[src/rtl/seq_comparator.sv]
// seq_comparator
//   Chunk-serial magnitude/equality comparator. Operands are compared CHUNK
//   bits per cycle, MSB chunk first, and the comparison stops at the first
//   chunk that differs. Six relational modes, signed or unsigned operands,
//   valid/ready handshakes on request and result sides.
//
// Ports
//   clk        rising-edge clock
//   rst_n      asynchronous active-low reset
//   in_valid   request valid
//   in_ready   block can accept a request (high whenever idle, also in reset)
//   a, b       operands, WIDTH bits
//   mode       0 EQ, 1 NE, 2 LT, 3 LE, 4 GT, 5 GE, 6-7 reserved (result = 0)
//   is_signed  1 = two's-complement compare
//   out_valid  result valid
//   out_ready  consumer accepts result
//   result     A <mode> B
//   a_eq_b     A == B
//   a_lt_b     A < B with the signedness of the request
//
// States
//   state  | meaning
//   S_IDLE | waiting for a request, in_ready = 1
//   S_RUN  | comparing chunk k of the latched operands
//   S_DONE | result and flags held, out_valid = 1 until handshake
module seq_comparator #(
  parameter int WIDTH = 32,
  parameter int CHUNK = 8
) (
  input  logic             clk,
  input  logic             rst_n,
  input  logic             in_valid,
  output logic             in_ready,
  input  logic [WIDTH-1:0] a,
  input  logic [WIDTH-1:0] b,
  input  logic [2:0]       mode,
  input  logic             is_signed,
  output logic             out_valid,
  input  logic             out_ready,
  output logic             result,
  output logic             a_eq_b,
  output logic             a_lt_b
);

  localparam int NCHUNK = WIDTH / CHUNK;
  localparam int KW     = (NCHUNK > 1) ? $clog2(NCHUNK) : 1;
  localparam logic [KW-1:0] K_LAST = KW'(NCHUNK - 1);

  generate
    if (WIDTH < 2 || CHUNK < 1 || (WIDTH % CHUNK) != 0) begin : g_param_check
      $error("seq_comparator: WIDTH must be >= 2 and a multiple of CHUNK");
    end
  endgenerate

  typedef enum logic [1:0] {
    S_IDLE = 2'd0,
    S_RUN  = 2'd1,
    S_DONE = 2'd2
  } state_t;

  state_t            state_q, state_d;
  logic [WIDTH-1:0]  a_q, b_q;
  logic [2:0]        mode_q;
  logic              signed_q;
  logic [KW-1:0]     k_q, k_d;
  logic              result_q, eq_q, lt_q;

  logic [CHUNK-1:0]  chunk_a, chunk_b;
  logic              chunk_ne, chunk_lt;
  logic              load, finish;
  logic              eq_d, lt_d;

  function automatic logic relation(input logic [2:0] m, input logic eq, input logic lt);
    logic r;
    r = 1'b0;
    case (m)
      3'd0:    r = eq;
      3'd1:    r = ~eq;
      3'd2:    r = lt;
      3'd3:    r = lt | eq;
      3'd4:    r = ~lt & ~eq;
      3'd5:    r = ~lt;
      default: r = 1'b0;
    endcase
    return r;
  endfunction

  // Chunk k = 0 is the most significant chunk.
  always_comb begin
    chunk_a = '0;
    chunk_b = '0;
    for (int i = 0; i < NCHUNK; i++) begin
      if (k_q == KW'(i)) begin
        chunk_a = a_q[(NCHUNK-1-i)*CHUNK +: CHUNK];
        chunk_b = b_q[(NCHUNK-1-i)*CHUNK +: CHUNK];
      end
    end
    // Flipping the sign bit maps two's complement onto offset binary, so an
    // unsigned compare of the top chunk orders signed values correctly.
    if (signed_q && k_q == '0) begin
      chunk_a[CHUNK-1] = ~chunk_a[CHUNK-1];
      chunk_b[CHUNK-1] = ~chunk_b[CHUNK-1];
    end
  end

  assign chunk_ne = (chunk_a != chunk_b);
  assign chunk_lt = (chunk_a < chunk_b);

  always_comb begin
    state_d = state_q;
    k_d     = k_q;
    load    = 1'b0;
    finish  = 1'b0;
    eq_d    = 1'b0;
    lt_d    = 1'b0;
    case (state_q)
      S_IDLE: begin
        if (in_valid) begin
          load    = 1'b1;
          k_d     = '0;
          state_d = S_RUN;
        end
      end
      S_RUN: begin
        if (chunk_ne) begin
          finish  = 1'b1;
          lt_d    = chunk_lt;
          state_d = S_DONE;
        end else if (k_q == K_LAST) begin
          finish  = 1'b1;
          eq_d    = 1'b1;
          state_d = S_DONE;
        end else begin
          k_d = k_q + 1'b1;
        end
      end
      S_DONE: begin
        if (out_ready) begin
          state_d = S_IDLE;
        end
      end
      default: state_d = S_IDLE;
    endcase
  end

  always_ff @(posedge clk or negedge rst_n) begin
    if (!rst_n) begin
      state_q  <= S_IDLE;
      a_q      <= '0;
      b_q      <= '0;
      mode_q   <= '0;
      signed_q <= 1'b0;
      k_q      <= '0;
      result_q <= 1'b0;
      eq_q     <= 1'b0;
      lt_q     <= 1'b0;
    end else begin
      state_q <= state_d;
      k_q     <= k_d;
      if (load) begin
        a_q      <= a;
        b_q      <= b;
        mode_q   <= mode;
        signed_q <= is_signed;
      end
      if (finish) begin
        eq_q     <= eq_d;
        lt_q     <= lt_d;
        result_q <= relation(mode_q, eq_d, lt_d);
      end
    end
  end

  assign in_ready  = (state_q == S_IDLE);
  assign out_valid = (state_q == S_DONE);
  assign result    = result_q;
  assign a_eq_b    = eq_q;
  assign a_lt_b    = lt_q;

endmodule

[config.mk]
export PLATFORM = sky130hd
export DESIGN_NAME = seq_comparator
export DESIGN_NICKNAME = d
export VERILOG_FILES = /design/src/rtl/seq_comparator.sv
export SDC_FILE = /design/constraint.sdc
export NUM_CORES = 1
export LEC_CHECK = 0
export BUFFER_PORTS_ARGS = -buffer_cell sky130_fd_sc_hd__buf_2
export CAP_MARGIN = 20
export CORE_MARGIN = 2
export CORE_UTILIZATION = 59
export CTS_CLUSTER_DIAMETER = 200
export DETAILED_ROUTE_END_ITERATION = 12
export MAX_ROUTING_LAYER = met4
export PLACE_DENSITY = 0.85
export SLEW_MARGIN = 30
export SYNTH_ARGS = -nofsm -noshare
export SYNTH_HDL_FRONTEND = slang
export SYNTH_SLANG_ARGS = --single-unit
[constraint.sdc]
create_clock -name clk -period 4.37 [get_ports clk]
set_input_delay 0 -clock clk [delete_from_list [all_inputs] [get_ports clk]]
set_output_delay 0 -clock clk [all_outputs]
set_load 0.005 [all_outputs]
# Word-level counts from Yosys, hierarchy flattened
# Cells that the tools add are included.
[totals] register_bits=75 latch_bits=0 ramBits=0 mem_bits_ro=0 in_bits=72 out_inout_bits=5 word_cells=69 mem_count=0
[op_classes] add_sub_neg=1 multipliers=0 div=0 order_cmp=1 eq_ne=16 shifts=0 mux=29 n_bitwise=6 n_reduce_logical=7
[op_table] operator="two-way mux 8 bit" n=8
[op_table] operator="two-way mux 2 bit" n=7
[op_table] operator="two-way mux 1 bit" n=11
[op_table] operator="< comparator 8 bit" n=1
[op_table] operator="inequality test 8 bit" n=1
[op_table] operator="equality test 2 bit (second input constant)" n=3
[op_table] operator="equality test 3 x 2 -> 1 bit (second input constant)" n=2
[op_table] operator="equality test 3 bit (second input constant)" n=2
[op_table] operator="inequality test 2 bit (second input constant)" n=3
[op_table] operator="case mux 1 bit (6 select lines)" n=1
[op_table] operator="case mux 2 bit (3 select lines)" n=1
[op_table] operator="equality test 2 x 1 -> 1 bit (second input constant)" n=2
[op_table] operator="zero test 2 bit" n=2
[op_table] operator="inverter 1 bit" n=4
[op_table] operator="case mux 2 bit (2 select lines)" n=1
[op_table] operator="AND reduction 4 bit" n=1
[op_table] operator="equality test 3 x 1 -> 1 bit (second input constant)" n=1
[op_table] operator="zero test 3 bit" n=1
[op_table] operator="inequality test 3 bit (second input constant)" n=1
[op_table] operator="AND reduction 3 bit" n=1
[op_table] operator="adder 2 x 1 -> 2 bit (second input constant)" n=1
[op_table] operator="inequality test 2 x 1 -> 1 bit (second input constant)" n=1
[op_table] operator="nonzero test 2 bit" n=1
[op_table] operator="AND 1 bit" n=1
[op_table] operator="2 further kinds" n=2

# Longest topological paths before layout
# Gate-level depths: netlist (run 1).
[logic_depth] word_depth=13 depth_mapped=15 depth_no_buf=13

# Worst setup path after synthesis (run 1)
# No wires, ideal clock.
[synth_path] kind="register to register" from="register k_q[1]" to="register result_q (netlist: result)" setup_time_ps=82 arrival_time_ps=2759 path_slack_ps=1529 path_stages_with_launch=15 path_cell_list="dfrtp_1 inv_1 ha_1 buf_2 nor2b_2 buf_2 a221oi_1 nor3_1 a21oi_1 ha_1 nand2b_4 a2111oi_2 nor3_1 a2111o_1 a22oi_2"
[synth_via] elab_chain_len=13 elab_cells_between_ends=31 cone_classes="order compare: 1; eq/ne: 4; mux: 18; bitwise: 6; reduce/logical: 2"
[synth_rtl] element="start, declared" line="65" text="logic [KW-1:0] k_q, k_d;"
[synth_rtl] element="start signal, assigned" line="159" text="k_q <= k_d;"
[synth_rtl] element="zero test 2 bit" line="93, 100"
[synth_rtl] element="two-way mux 8 bit (4 in a row)" line="93" text="if (k_q == KW'(i)) begin"
[synth_rtl] element="inverter 1 bit, on equally long branches" line="101, 102"
[synth_rtl] element="two-way mux 1 bit" line="100" text="if (signed_q && k_q == '0) begin"
[synth_rtl] element="< comparator 8 bit or inequality test 8 bit (tied branches)" line="107, 106"
[synth_rtl] element="two-way mux 1 bit" line="125" text="if (chunk_ne) begin"
[synth_rtl] element="two-way mux 1 bit" line="116" text="case (state_q)"
[synth_rtl] element="inverter 1 bit, on equally long branches" line="81, 82, 78"
[synth_rtl] element="AND 1 bit" line="81" text="3'd4: r = ~lt & ~eq;"
[synth_rtl] element="case mux 1 bit (6 select lines)" line="76" text="case (m)"
[synth_rtl] element="end signal, assigned" line="169" text="result_q <= relation(mode_q, eq_d, lt_d);"
[synth_rtl] element="end, declared" line="66" text="logic result_q, eq_q, lt_q;"
# Parallel ways exist; a longest one is shown, timed or not.
# A chain may end at the register's enable or synchronous reset.

# Worst setup path after layout (run 1)
# Same ends and word-level chain as after synthesis.

==> results.cfg, run 1 <==
[logic_synthesis]
yosysUniqueCellTypes = 40
synthesis.nets = 380
synth_top_area_cell = dfrtp_1
ys_ff_latch = 75
synthTopCellsByArea = dfrtp_1, mux2_2, ha_1, a21oi_1, a221oi_1
yosysTopAreaCellShare_pct = 52.0
syn_area_um2 = 3610
syn-mean-instance-area_um2 = 12.2
synth_cells = 296
synth_seq_area_share_pct = 52.0
synth_warnings = 0

[floorplan]
rows = 28
ios = 77
die_x_um = 82.2
core-area_um2 = 5920
initial_utilization_pct = 60.9
die_h_um = 82.2
die_area_um2 = 6760

[finish]
antennaDiodeCount = 0
drive_above_1_share_pct = 38.8
syn_to_final_growth_pct = 37.0
layout_commonest_cell = buf_2
mostFrequentLayoutCells = buf_2, dfrtp_1, dlygate4sd3_1
fin_nets = 522

[sta]
slew_headroom_pct = 42.0
finalCriticalPeriod_ns = 3.76
setup_viol_count_final = 0
grt_setup_unrepaired = false
tns_ns = 0
hold_violations = 0
worstMarginPinSlew_ns = 0.870
drv_slew = 0
clock_skew_ns = 0.00565
fmax_ghz = 0.266
fin_crit_sh_pct = 86.0

[detailed_routing]
via_per_inst = 5.70
drtIter0Drc = 200
drc = 0
first_pass_iters = 4
antenna_left = 0
route.vias.total = 2953
wirelength_mm = 9.49
wl_per_cell_um = 18.3

[clock_network]
hold_buffers = 70
cts.clk_slew.worst_paths_ns = 0.08
cts-root-buf = clkbuf_8
cts_tree = built
clk_path_buf_depth = 2
cts_resized = 0
cts_setup_buffers = 0
h-tree-depth = 3
clock_latency_ns = 0.36
clock-sinks = 75
cts_buffers = 9

[critical_path]
endpoint_kind = flop
startpoint = k_q[1]
r2r_start = k_q[1]
critPathKind = flop to flop
path_max_fanout = 18
r2r_cells = 13
arrival_ns = 4.04
start_kind = flop
crit_required_ns = 4.65

[outcome]
status = finished clean

[global_route]
grt_pass1_vias = 3087
grt_usage_pct = 31.0
grt.overflow.total = 0
grt_pass1_wl_mm = 14.7
grt_antenna_before_repair = 0
grt_max_degree = 76

[power_and_ir_drop]
clockPowerShare_pct = 19.5
p_comb_share_pct = 38.9
internal_power_uw = 2000
leakagePower_uw = 0.00220
sequentialPowerShare_pct = 41.6
peakVddDrop_uv = 407
fin_total_pwr_uw = 3050
switching_power_uw = 1050
p_sw_share_pct = 34.4
power.density_nw_per_um2 = 616

[hold_path]
hold_path_class = input pin to asynchronous set/reset pin

[job]
max-cap-violations = 0

[placement]
place_congestion = 0.814
port_buffers = 76
dpl.hpwl_mm = 5.51
-- cells in the mapped netlist, drive strengths merged --
| master | instances |
|---|---|
| a21oi | 20 |
| dfrtp | 75 |
| a2111oi | 1 |
| nand3 | 2 |
| buf | 12 |
| and2 | 1 |
| nand2 | 15 |
| nor3 | 10 |
| a221oi | 8 |
| o2111ai | 1 |
| nor2b | 10 |
| o21ai | 11 |
| o21a | 2 |
| or2b | 1 |
| mux2 | 68 |
| inv | 4 |
| or2 | 3 |
| clkbuf | 6 |
| o211ai | 1 |
| a21o | 1 |
| nand2b | 3 |
| nand3b | 1 |
| ha | 12 |
| nand4 | 2 |
| xnor2 | 2 |
| o31ai | 1 |
| nor2 | 12 |
| a2111o | 1 |
| o22ai | 1 |
| a22oi | 9 |
-- state kept, by name (all words and copies together), names as in the netlist --
signal / flops
result: 1
k_q: 2
mode_q: 3
a_lt_b: 1
a_q: 32
b_q: 32
signed_q: 1
state_q: 2
a_eq_b: 1
-- cells by family (layout without fill, tap and decap cells) --
family | after synthesis | count (layout) | synth area share, %
adders and majority gates | 12 | 12 | 4.16
DFF | 75 | 75 | 52.0
AOI/OAI and AO/OA | 57 | 57 | 10.4
muxes | 68 | 68 | 21.2
and+or+nand+nor | 60 | 60 | 8.88
buffers and inverters | 22 | 169 | 2.81
xor gates and xnor gates | 2 | 2 | 0.486
-- through the flow --
step | setup slack, ns | cell area (um^2) | cells | utilization (%) | hold slack, ns
floorplan | 1.53 | 3610 | 296 | - | -0.296
finish | 0.613 | 4940 | 518 | 83.5 | 0.286
detailed placement | 0.836 | 4020 | 432 | 67.9 | 0.213
CTS | 0.805 | 4940 | 518 | 83.4 | 0.382
global placement | 1.07 | 4020 | 432 | 67.9 | 0.214
global route | 0.400 | 4940 | 518 | 83.5 | 0.382
-- worst max-delay path, cell delays in order, from the launching register on --
cell and delay, ns:
dfrtp_1 0.42, inv_1 0.13, ha_1 0.60, nor2b_2 0.29, a221oi_1 0.40, nor3_1 0.08
a21oi_1 0.22, xnor2_1 0.12, ha_1 0.32, nand4_1 0.16, or2_4 0.31, o21a_1 0.20
a2111o_1 0.30, a22oi_2 0.12
-- power groups by stage --
stage	Sequential [uW]	Combinational, uW	Clock (uW)
2_1_floorplan	1180	881	0
3_3_place_gp	1250	1040	0
3_5_place_dp	1270	1100	0
4_1_cts	1260	1150	589
5_1_grt	1300	1300	626
6_report	1270	1180	594
-- final timing paths --
path,end,slack (ns)
worst min register to register,a_lt_b,0.49
max in group asynchronous,a_q[2],3.63
worst max-delay path,result,0.61
min in group clk,mode_q[2],0.36
worst max register to register,result,0.61
worst min-delay path,a_q[20],0.29
-- cell type report --
type / instances / area, um^2
Multi-Input combinational cell: 199 / 1640
Tap cell: 75 / 93.8
Clock inverter: 7 / 92.6
Sequential cell: 75 / 1880
Inverter: 4 / 15.0
Fill cell: 291 / 976
Clock buffer: 9 / 124
Timing Repair Buffer: 149 / 1110
-- layer usage --
metal  GRT usage [%]  up-vias  routed length, um
li1                -     1357                  -
met1            35.2     1454               3830
met2            50.2      106               4790
met3            7.17       36                455
met4            18.0        0                406
met5               -        -                  0
No activity file was read; power rests on OpenSTA's default activity.
==> run 2, diff against run 1 <==
Settings changed: REMOVE_ABC_BUFFERS set to 1.
==> results.cfg, run 2 (synthesized netlist as in run 1, its figures left out) <==
[finish]
reg_top3 = a_q: 32 flops, b_q: 32 flops, mode_q: 3 flops
syn_to_final_growth_pct = 36.7
antennaDiodeCount = 0
mostFrequentLayoutCells = dfrtp_1, buf_2, dlygate4sd3_1
fin_nets = 522
fillers = 315
drive_above_1_share_pct = 38.6

[sta]
fmax_ghz = 0.292
hold_violations = 0
fin_crit_sh_pct = 78.4
drv_slew = 0
worstMarginPinSlew_ns = 0.799
finalCriticalPeriod_ns = 3.43
slew_headroom_pct = 46.7
tns_ns = 0
grt_setup_unrepaired = false
clock_skew_ns = 0.00660
setup_viol_count_final = 0

[critical_path]
r2r_cells = 13
path_max_fanout = 15
ff2ff_setup_slack_ns = 0.94
rr_endpoint = result
startpoint = k_q[0]
crit_required_ns = 4.64
endpoint_kind = flop
start_kind = flop
arrival_ns = 3.70
r2r_start = k_q[0]
critPathKind = flop to flop

[floorplan]
rows = 28
ios = 77
initial_utilization_pct = 60.9
core-area_um2 = 5920
die_area_um2 = 6760
die_h_um = 82.2
die_x_um = 82.2

[power_and_ir_drop]
power.density_nw_per_um2 = 599
leakagePower_uw = 0.00220
fin_total_pwr_uw = 2950
peakVddDrop_uv = 366

[job]
max-cap-violations = 0

[hold_path]
hold_path_class = input pin to asynchronous set/reset pin

[placement]
place_congestion = 0.886
port_buffers = 76
dpl.hpwl_mm = 5.04

[detailed_routing]
wirelength_mm = 8.71
first_pass_iters = 4
drtIter0Drc = 180
via_per_inst = 5.53
drc = 0
antenna_left = 0
route.vias.total = 2863
wl_per_cell_um = 16.8

[clock_network]
h-tree-depth = 3
cts_buffers = 9
cts.clk_slew.worst_paths_ns = 0.07
cts-root-buf = clkbuf_8
clock_latency_ns = 0.35
clk_path_buf_depth = 2
clock-sinks = 75
cts_tree = built

[global_route]
grt.overflow.total = 0
grt_antenna_before_repair = 0
grt_pass1_wl_mm = 14.0
grt_usage_pct = 28.9
grt_pass1_vias = 2955
grt_max_degree = 76

[outcome]
status = finished clean
[run 2: cell types whose count changed in the layout (fill, tap and decap cells not counted), sizes merged]
cell      change
clkinv        +1
bufinv        -1
clkinvlp      -3
clkbuf        +3
[run 2: power by group]
group	switching, uW	leakage, uW	total [uW]	internal [uW]
logic	497	0.00121	1140	646
registers	233	0.000888	1270	1030
clock network	249	0.000106	543	294
[run 2: worst max-delay path, stage by stage (launching register included)]
cell and delay, ns:
dfrtp_1 0.41, inv_1 0.14, ha_1 0.20, nor2b_2 0.64
a221oi_1 0.17, nor3_1 0.17, a21oi_1 0.07, xnor2_1 0.16
ha_1 0.32, nand4_1 0.17, or2_4 0.32, o21a_1 0.19
a2111o_1 0.29, a22oi_2 0.11
[run 2: worst max-delay path by stage]
stage                         to  slack, ns  cells after the start
final                     result       0.94                     13
after CTS                 result       0.99                     11
after global placement    result       1.14                     13
after global routing      result       0.70                     13
after detailed placement  result       1.04                     13
after floorplan           result       1.33                     13
[run 2: stage by stage]
step	cells	hold WS [ns]	instance area (um^2)	setup slack (ns)	util (%)
CTS	518	0.363	4930	0.988	83.2
detailed placement	432	0.203	4020	1.04	67.9
finish	518	0.238	4930	0.942	83.3
floorplan	278	-0.296	3520	1.33	-
global route	518	0.294	4930	0.698	83.3
global placement	432	0.194	4020	1.14	67.9
[run 2: repair_timing]
| action | 4_1_cts | 5_1_grt |
|---|---|---|
| setup endpoints to repair | 0 | 0 |
| gates resized for setup | 0 | 0 |
| hold buffers | 70 | 0 |
| hold endpoints to repair | 144 | 0 |
| buffers inserted | 0 | 0 |
[run 2: routing by layer]
| metal | vias to the layer above | share of wire (%) | global-route usage [%] |
|---|---|---|---|
| li1 | 1358 | - | - |
| met1 | 1398 | 40 | 32.8 |
| met4 | 0 | 2.7 | 12.7 |
| met5 | - | 0 | - |
| met3 | 22 | 4.1 | 4.67 |
| met2 | 85 | 53 | 50.6 |
[run 2: cell type report]
class	count	area [um^2]	share of cell area, %
flip-flops and latches	75	1880	38.0
multi-input cells	199	1630	33.1
repair buffers	149	1110	22.5
clock buffers	12	155	3.14
well taps	75	93.8	1.90
clock inverters	4	48.8	0.989
inverters	4	15.0	0.304
==> run 3, diff against run 2 <==
Settings changed: CORE_UTILIZATION 59 to 49, PLACE_DENSITY 0.85 to 0.76.
Clock period 4.37 ns to 2.9 ns, I/O delays scaled along.
==> results.cfg, run 3 (synthesized netlist as in run 1, its figures left out) <==
[clock_network]
clk_path_buf_depth = 2
clock-sinks = 75
h-tree-depth = 3
cts_tree = built
cts_buffers = 9
clock_latency_ns = 0.36
cts-root-buf = clkbuf_8
cts.clk_slew.worst_paths_ns = 0.08

[sta]
hold_violations = 0
holdWs_ns = 0.219
clock_skew_ns = 0.0108
finalCriticalPeriod_ns = 2.89
fin_crit_sh_pct = 99.6
slew_headroom_pct = 57.2
grt_setup_unrepaired = true
setup_viol_count_final = 0
drv_slew = 0
fmax_ghz = 0.346
worstMarginPinSlew_ns = 0.641

[power_and_ir_drop]
peakVddDrop_uv = 458
leakagePower_uw = 0.00231
power.density_nw_per_um2 = 880
fin_total_pwr_uw = 4570

[global_route]
grt_pass1_vias = 3029
grt_pass1_wl_mm = 14.6
grt.overflow.total = 0
grt_usage_pct = 23.3
grt_antenna_before_repair = 0
grt_max_degree = 76

[floorplan]
die_h_um = 89.8
rows = 31
core-area_um2 = 7180
die_x_um = 89.8
ios = 77
die_area_um2 = 8070
initial_utilization_pct = 50.3

[detailed_routing]
first_pass_iters = 4
wirelength_mm = 8.61
drtIter0Drc = 129
antenna_left = 0
via_per_inst = 5.16
route.vias.total = 2887
wl_per_cell_um = 15.4
drc = 0

[finish]
drive_above_1_share_pct = 43.8
finalNonFillerCells = 560
syn_to_final_growth_pct = 44.0
reg_top3 = a_q: 32 flops, b_q: 32 flops, mode_q: 3 flops
mostFrequentLayoutCells = dfrtp_1, buf_2, dlygate4sd3_1
fin_nets = 540
finish.instance_area_um2 = 5190
antennaDiodeCount = 0
fillers = 487

[critical_path]
rr_endpoint = result
r2r_start = k_q[0]
crit_required_ns = 3.18
start_kind = flop
critPathKind = flop to flop
r2r_cells = 14
ff2ff_setup_slack_ns = 0.01
startpoint = k_q[0]
endpoint_kind = flop
arrival_ns = 3.16
path_max_fanout = 7

[job]
max-cap-violations = 0

[placement]
dpl_cell_area_um2 = 4160
dpl.hpwl_mm = 5.33
place_congestion = 0.872
port_buffers = 76
dp_cells = 469

[outcome]
status = finished clean

[hold_path]
hold_path_class = input pin to asynchronous set/reset pin
[run 3: worst max path at each step]
stage	slack, ns	end	cells after the start
final	0.01	result	14
after global routing	-0.11	result	14
after CTS	0.02	result	13
after detailed placement	-0.13	result	13
after global placement	-0.01	result	13
after floorplan	-0.14	result	13
[run 3: final cells by class]
class | instances | area [um^2] | area share, %
sequential | 75 | 1880 | 36.1
timing repair buffer | 167 | 1270 | 24.5
multi-input combinational | 199 | 1700 | 32.8
tap | 99 | 124 | 2.38
clock inverter | 5 | 62.6 | 1.20
inverter | 4 | 15.0 | 0.289
clock buffer | 11 | 141 | 2.72
[run 3: where the power goes]
group          switching [uW]  internal, uW
sequential                362          1560
clock                     386           423
combinational             766          1070
total                    1510          3050
[run 3: critical path, stage by stage, from the launching register on]
cell	delay [ns]
dfrtp_1	0.42
buf_4	0.16
ha_4	0.19
nor2b_4	0.21
buf_6	0.17
a22oi_2	0.05
nor2_1	0.08
a21oi_1	0.05
o21ai_0	0.22
ha_1	0.21
nand4_1	0.13
or2_4	0.31
o21a_1	0.20
a2111o_1	0.30
a22oi_2	0.12
[run 3: timing repair]
action,in CTS,in global routing
endpoints found under the setup margin,4,6
endpoints found under the hold margin,144,0
pin swaps,2,8
hold buffers,70,0
resized for setup,4,19
setup buffers,2,3
[run 3: stage by stage]
step,worst slack (ns),util (%),TNS [ns]
after floorplan,-0.142,-,-0.142
after global placement,-0.0121,58.0,-0.0121
after detailed placement,-0.130,58.0,-0.205
after CTS,0.0186,71.2,0
after global routing,-0.111,72.4,-0.165
final,0.0127,72.4,0
[run 3: layer usage]
layer,routed length (um),GRT usage (%),vias up
li1,-,-,1400
met1,3660,28.5,1388
met2,4410,38.1,85
met3,394,5.53,14
met4,143,8.33,0
met5,0,-,-
